## src/rtl/mat3_seq_ctrl.sv

```systemverilog
// -----------------------------------------------------------------------------
// mat3_seq_ctrl
// Sequencing controller for a 3x3 byte matrix multiplier built around one
// time-shared 8x8 multiply-accumulate unit.
//   LOAD    : collect 18 operand bytes (A row-major, then B row-major) from the
//             UART receiver; a stalled partial load is discarded after
//             RX_TIMEOUT idle cycles.
//   COMPUTE : 27 MAC cycles produce the nine 18-bit results of R = A*B.
//   SEND    : each result goes out as 3 big-endian bytes; one tx_start per byte.
//   GAP     : GAP_CYCLES idle cycles between a tx_done and the next tx_start.
//
// Ports
//   clk          system clock, rising edge
//   rst          synchronous active-high reset
//   rx_data[7:0] received byte, qualified by rx_valid
//   rx_valid     one-cycle pulse per received byte
//   tx_done      one-cycle pulse when the transmitter finishes a byte
//   tx_data[7:0] byte to transmit, stable from tx_start until tx_done
//   tx_start     one-cycle transmit request
//   busy         high while computing or sending
//   load_count   operand bytes accepted so far (0..18)
//   display      last accepted operand byte
//   done         one-cycle pulse after the final byte's tx_done
//   err_timeout  one-cycle pulse when a partial load is discarded
// -----------------------------------------------------------------------------
module mat3_seq_ctrl #(
  parameter int unsigned CLOCK_RATE = 100_000_000,
  parameter int unsigned GAP_CYCLES = 12_500,
  parameter int unsigned RX_TIMEOUT = 1_000_000
) (
  input  logic       clk,
  input  logic       rst,
  input  logic [7:0] rx_data,
  input  logic       rx_valid,
  input  logic       tx_done,
  output logic [7:0] tx_data,
  output logic       tx_start,
  output logic       busy,
  output logic [4:0] load_count,
  output logic [7:0] display,
  output logic       done,
  output logic       err_timeout
);

  localparam int unsigned GAP_W  = $clog2(GAP_CYCLES + 1);
  localparam int unsigned IDLE_W = $clog2(RX_TIMEOUT + 1);

  // Counters below assume at least one cycle of gap and of timeout.
  if (GAP_CYCLES < 1 || RX_TIMEOUT < 1 || CLOCK_RATE < 1) begin : g_param_check
    $error("mat3_seq_ctrl: GAP_CYCLES, RX_TIMEOUT and CLOCK_RATE must be >= 1");
  end

  typedef enum logic [1:0] {ST_LOAD, ST_COMPUTE, ST_SEND, ST_GAP} state_t;

  state_t state, state_nxt;

  // Operand storage: A in [0..8], B in [9..17]. Results R[0..8].
  logic [7:0]  op_mem  [0:17];
  logic [17:0] res_mem [0:8];

  logic [IDLE_W-1:0] idle_cnt;
  logic [GAP_W-1:0]  gap_cnt;
  logic [1:0]        row, col, kk;     // result row/column and inner term
  logic [17:0]       acc;
  logic [3:0]        res_idx;          // result being transmitted
  logic [1:0]        byte_sel;         // 0 = MSB byte, 2 = LSB byte

  // MAC datapath
  logic [4:0]  a_idx, b_idx;
  logic [3:0]  r_idx;
  logic [15:0] prod;
  logic [17:0] acc_nxt;
  logic        compute_last;
  logic        send_last;
  logic        gap_last;
  logic [17:0] res_word;
  logic [7:0]  tx_byte;

  always_comb begin
    a_idx        = {3'b0, row} * 5'd3 + {3'b0, kk};
    b_idx        = 5'd9 + {3'b0, kk} * 5'd3 + {3'b0, col};
    r_idx        = {2'b0, row} * 4'd3 + {2'b0, col};
    prod         = {8'b0, op_mem[a_idx]} * {8'b0, op_mem[b_idx]};
    acc_nxt      = (kk == 2'd0) ? {2'b0, prod} : acc + {2'b0, prod};
    compute_last = (row == 2'd2) && (col == 2'd2) && (kk == 2'd2);
    send_last    = (res_idx == 4'd8) && (byte_sel == 2'd2);
    gap_last     = (gap_cnt == GAP_W'(GAP_CYCLES - 1));
  end

  // Byte of the current result selected for transmission, big-endian.
  always_comb begin
    res_word = res_mem[res_idx];
    unique case (byte_sel)
      2'd0:    tx_byte = {6'b0, res_word[17:16]};
      2'd1:    tx_byte = res_word[15:8];
      default: tx_byte = res_word[7:0];
    endcase
  end

  // ---------------------------------------------------------------------------
  // FSM: state register
  // ---------------------------------------------------------------------------
  // NOTE: sequential state uses non-blocking assignments so every register
  // samples the pre-edge values, independent of statement order.
  always_ff @(posedge clk) begin
    if (rst) state <= ST_LOAD;
    else     state <= state_nxt;
  end

  // ---------------------------------------------------------------------------
  // FSM: next-state logic
  // ---------------------------------------------------------------------------
  // NOTE: state_nxt gets a default before the case so no path leaves it
  // unassigned, which would otherwise infer a latch.
  always_comb begin
    state_nxt = state;
    unique case (state)
      ST_LOAD:    if (rx_valid && load_count == 5'd17) state_nxt = ST_COMPUTE;
      ST_COMPUTE: if (compute_last)                   state_nxt = ST_SEND;
      ST_SEND:    if (tx_done)                        state_nxt = send_last ? ST_LOAD : ST_GAP;
      ST_GAP:     if (gap_last)                       state_nxt = ST_SEND;
      default:                                        state_nxt = ST_LOAD;
    endcase
  end

  // ---------------------------------------------------------------------------
  // FSM: combinational outputs
  // ---------------------------------------------------------------------------
  always_comb begin
    busy = (state != ST_LOAD);
  end

  // ---------------------------------------------------------------------------
  // Control counters and registered outputs
  // ---------------------------------------------------------------------------
  always_ff @(posedge clk) begin
    if (rst) begin
      load_count  <= 5'd0;
      display     <= 8'd0;
      idle_cnt    <= '0;
      gap_cnt     <= '0;
      row         <= 2'd0;
      col         <= 2'd0;
      kk          <= 2'd0;
      acc         <= 18'd0;
      res_idx     <= 4'd0;
      byte_sel    <= 2'd0;
      tx_data     <= 8'd0;
      tx_start    <= 1'b0;
      done        <= 1'b0;
      err_timeout <= 1'b0;
    end else begin
      tx_start    <= 1'b0;
      done        <= 1'b0;
      err_timeout <= 1'b0;
      unique case (state)
        ST_LOAD: begin
          // An arriving byte always wins over a timeout in the same cycle.
          if (rx_valid) begin
            load_count <= load_count + 5'd1;
            display    <= rx_data;
            idle_cnt   <= '0;
          end else if (load_count != 5'd0) begin
            if (idle_cnt == IDLE_W'(RX_TIMEOUT - 1)) begin
              load_count  <= 5'd0;
              err_timeout <= 1'b1;
              idle_cnt    <= '0;
            end else begin
              idle_cnt <= idle_cnt + IDLE_W'(1);
            end
          end
        end
        ST_COMPUTE: begin
          acc <= acc_nxt;
          if (kk == 2'd2) begin
            kk <= 2'd0;
            if (col == 2'd2) begin
              col <= 2'd0;
              row <= (row == 2'd2) ? 2'd0 : row + 2'd1;
            end else begin
              col <= col + 2'd1;
            end
          end else begin
            kk <= kk + 2'd1;
          end
          // R[0] is already stored, so the first byte can be presented
          // on the same edge that writes R[8].
          if (compute_last) begin
            tx_data  <= tx_byte;
            tx_start <= 1'b1;
          end
        end
        ST_SEND: begin
          if (tx_done) begin
            if (send_last) begin
              done       <= 1'b1;
              load_count <= 5'd0;
              res_idx    <= 4'd0;
              byte_sel   <= 2'd0;
            end else begin
              gap_cnt <= '0;
              if (byte_sel == 2'd2) begin
                byte_sel <= 2'd0;
                res_idx  <= res_idx + 4'd1;
              end else begin
                byte_sel <= byte_sel + 2'd1;
              end
            end
          end
        end
        ST_GAP: begin
          if (gap_last) begin
            tx_data  <= tx_byte;
            tx_start <= 1'b1;
          end else begin
            gap_cnt <= gap_cnt + GAP_W'(1);
          end
        end
        default: ;
      endcase
    end
  end

  // ---------------------------------------------------------------------------
  // Operand and result storage
  // ---------------------------------------------------------------------------
  // NOTE: the arrays have no reset: every entry is written before it is read,
  // and leaving them out of reset lets them map onto plain RAM/register files.
  always_ff @(posedge clk) begin
    if (state == ST_LOAD && rx_valid && !rst)
      op_mem[load_count] <= rx_data;
    if (state == ST_COMPUTE && kk == 2'd2 && !rst)
      res_mem[r_idx] <= acc_nxt;
  end

endmodule

```

## config.mk

```make
export PLATFORM = sky130hd
export DESIGN_NAME = mat3_seq_ctrl
export DESIGN_NICKNAME = d
export VERILOG_FILES = /design/src/rtl/mat3_seq_ctrl.sv
export SDC_FILE = /design/constraint.sdc
export NUM_CORES = 1
export LEC_CHECK = 0
export BUFFER_PORTS_ARGS = -buffer_cell sky130_fd_sc_hd__buf_2
export CORE_MARGIN = 2
export CORE_UTILIZATION = 65
export DETAILED_ROUTE_END_ITERATION = 16
export PLACE_DENSITY_LB_ADDON = 0.08
export SYNTH_ARGS = -nofsm -noshare
export SYNTH_HDL_FRONTEND = slang
export SYNTH_SLANG_ARGS = --single-unit
```

## constraint.sdc

```tcl
create_clock -name clk -period 18.7 [get_ports clk]
set_clock_uncertainty 0.1 [all_clocks]
set_input_delay 3.74 -clock clk [delete_from_list [all_inputs] [get_ports clk]]
set_output_delay 3.74 -clock clk [all_outputs]
set_load 0.05 [all_outputs]
```

==> impl_results.md <==
* Outcome: finished clean
* Post-CTS setup buffer count at 0
* Final hold slack at 346 ps
* Yosys cell types at 68
* Cells after synthesis at approximately 1500
* Max Cap Viol at 0
* Synth warn at 0
* Worst R2R End: res_mem[7][16]
* Worst-Margin Slew at approximately 1200 ps
* Layout overhead on the synthesized area at 9.74%
* Vias at ~13000
* Vias in the first global route at around 13000
* Die Y at ~180 µm
* Die Wd at 181 µm
* Avg Inst Size Synth at roughly 13 µm²
* Relative slew slack at 0.184
* Num CTS Buffers at 41
* Sink Count at 400
* Largest net degree at the start of global routing at 41
* Worst-Skew Late Latency at 550 ps
* Critical Path End Type: flop
* Post-synth top cells: edfxtp_1 (306), nor2_1 (173), nand2_1 (111), dfxtp_1 (94), mux4_2 (93)
* Avg Vias per Cell at approximately 6.4
* Synth area leader: edfxtp_1
* WL final at approximately 47000 µm
* First-pass GRT wire length at about 74000 µm
* Post-Syn Area at 20400 µm²
* Post-synth EDFFs at 306
* HP Class: reg2reg
* Req. time, crit path at 18870 ps
* Top delay family on crit path: adder cells
* Grt ovf at 0
* Row cnt at 64
* CTS tree: built
* Max-slew violations at 0
* # port buffers at 36
* CP max FO at 29
* Max stage delay on crit path at ~560 ps
* Hold_buf cts at 0
* Die area at 32800 µm²
* Cell mode on critical path: fa_1
* Reg2reg path depth at 31
* RSZ-0062 raised after global routing: no
* Critical path arrival at about 9800 ps
* Sequential share of the synthesized area at 0.543
* PostCTS Resize Cnt at 0
* Synth top area share at 0.451
* Setup violators final at 0
* Max clock buf depth at 3
* Top cells by area, synth: edfxtp_1 (45%), mux4_2 (10%), dfxtp_1 (9.2%)
* WL per Instance at approximately 24 µm
* Worst path slowest cell: mux4_2
* Hold-critical path depth at 1
* Fin crit share at 0.515
* Main synth FF type: edfxtp_1
* CTS root buf: clkbuf_16
* TNS Setup at 0 ps
* DRC errors left at 0
* WHS Endpoint: tx_data[7]
* H-tree depth reported by CTS at 2
* Layout cells sized above 1 at 0.170
* Final RePlAce weighted congestion at 0.931
* Synth Register Bits at 400
* IO Pins at 37
* Iter 0 DRT Violations at 1125
* Final Net Count at approximately 1700
* Leakage at 8.17 nW
* Pwr per Cell Area at approximately 94 nW/µm²
* Initial Utilization at 0.663
* Post-route ant nets at 0
* Fin crit period at about 9600 ps
* Total GRT Usage at 0.298
* Hold Fails Final Rpt at 0
* Cell with the most instances after synthesis: edfxtp_1
* Initial antenna violation count at 1
* Floorplan core area at 30700 µm²
* Detailed Routing Iterations Pass 1 at 6
* Post-DP HPWL at 31500 µm
* WP buf/inv at 7
* Syn_nets at 1641
* Worst reg2reg startpoint: kk[1]
* Worst vdd ir at 0.0000767 V
* Synth async-reset ratio at 0
* Worst hold start: tx_data[7]
* Clock transition at path regs at 60 ps
* Worst Setup Path Type: reg2reg
* R2R setup slack at a little over 9000 ps
* Critical path launch point type: flop
* Max Freq at 104 MHz
==> worst max path at each step <==
stage          slack, ps   start              to  cells past startpoint
2_1_floorplan       9770   kk[1]  res_mem[0][14]                     32
3_3_place_gp        9430  col[1]  res_mem[0][17]                     32
3_5_place_dp        9170  col[1]  res_mem[2][16]                     32
4_1_cts             9110   kk[1]  res_mem[7][16]                     32
5_1_grt             8570   kk[1]  res_mem[2][17]                     32
6_report            9080   kk[1]  res_mem[7][16]                     31
==> placed cells by master (no fill, tap or decap), drive strengths merged, types with 14 or more instances in the layout <==
master	n
ha	74
and3	14
edfxtp	306
fa	44
nand3	27
nor3	21
a21oi	62
xnor2	25
xor2	29
clkinv	15
o21ai	51
inv	88
mux2	18
buf	66
mux4	110
mux2i	42
a21o	19
nand2	111
dfxtp	94
clkbuf	50
nor2	173
==> where the power goes <==
part	switching (W)	leakage [nW]	internal [W]
clock network	0.000345	0.677	0.000486
registers	0.00000386	3.51	0.000997
logic	0.000183	3.98	0.0000815
total	0.000532	8.17	0.00156
==> flip-flops by register name, indices dropped and copies added, names as in the netlist, named ones only <==
signal / flops
acc: 18
byte_sel: 2
col: 2
display: 8
done: 1
err_timeout: 1
gap_cnt: 14
idle_cnt: 20
kk: 2
load_count: 5
op_mem: 144
res_idx: 4
res_mem: 162
row: 2
state: 2
tx_data: 8
tx_start: 1
==> area by class of cell <==
cell class / count / area, µm²
sequential: 400 / 11100
multi-input combinational: 962 / 8710
fill: 2059 / 8370
clock buffer: 50 / 1120
tap: 396 / 495
timing repair buffer: 66 / 405
inverter: 83 / 312
clock inverter: 26 / 263
antenna: 1 / 2.50
==> routing by layer <==
| layer | routed length, µm | part of all wire | track usage |
|---|---|---|---|
| met1 | 18600 | 0.40 | 0.402 |
| met2 | 23300 | 0.50 | 0.501 |
| met3 | 3870 | 0.082 | 0.0556 |
| met4 | 1200 | 0.026 | 0.0836 |
| met5 | 0 | 0 | 0 |
==> per-stage QoR <==
stage               cells  worst slack, ps  total power, W  instance area, µm²   util
global route         1983             8570         0.00217               22400  0.728
global placement     1907             9430         0.00128               21000  0.683
floorplan            1511             9770         0.00120               20400      -
CTS                  1983             9110         0.00211               22400  0.728
detailed placement   1907             9170         0.00128               21000  0.683
finish               1984             9080         0.00210               22400  0.728
==> logic make-up after synthesis <==
family | count (synthesis) | share of synthesized area
fa+ha+maj | 118 | 0.0886
compound gates | 198 | 0.0645
mux | 170 | 0.155
flops | 400 | 0.543
buf+inv | 149 | 0.0319
simple gates | 422 | 0.0937
xor+xnor | 54 | 0.0232
Power figures use the tool's default switching activity.
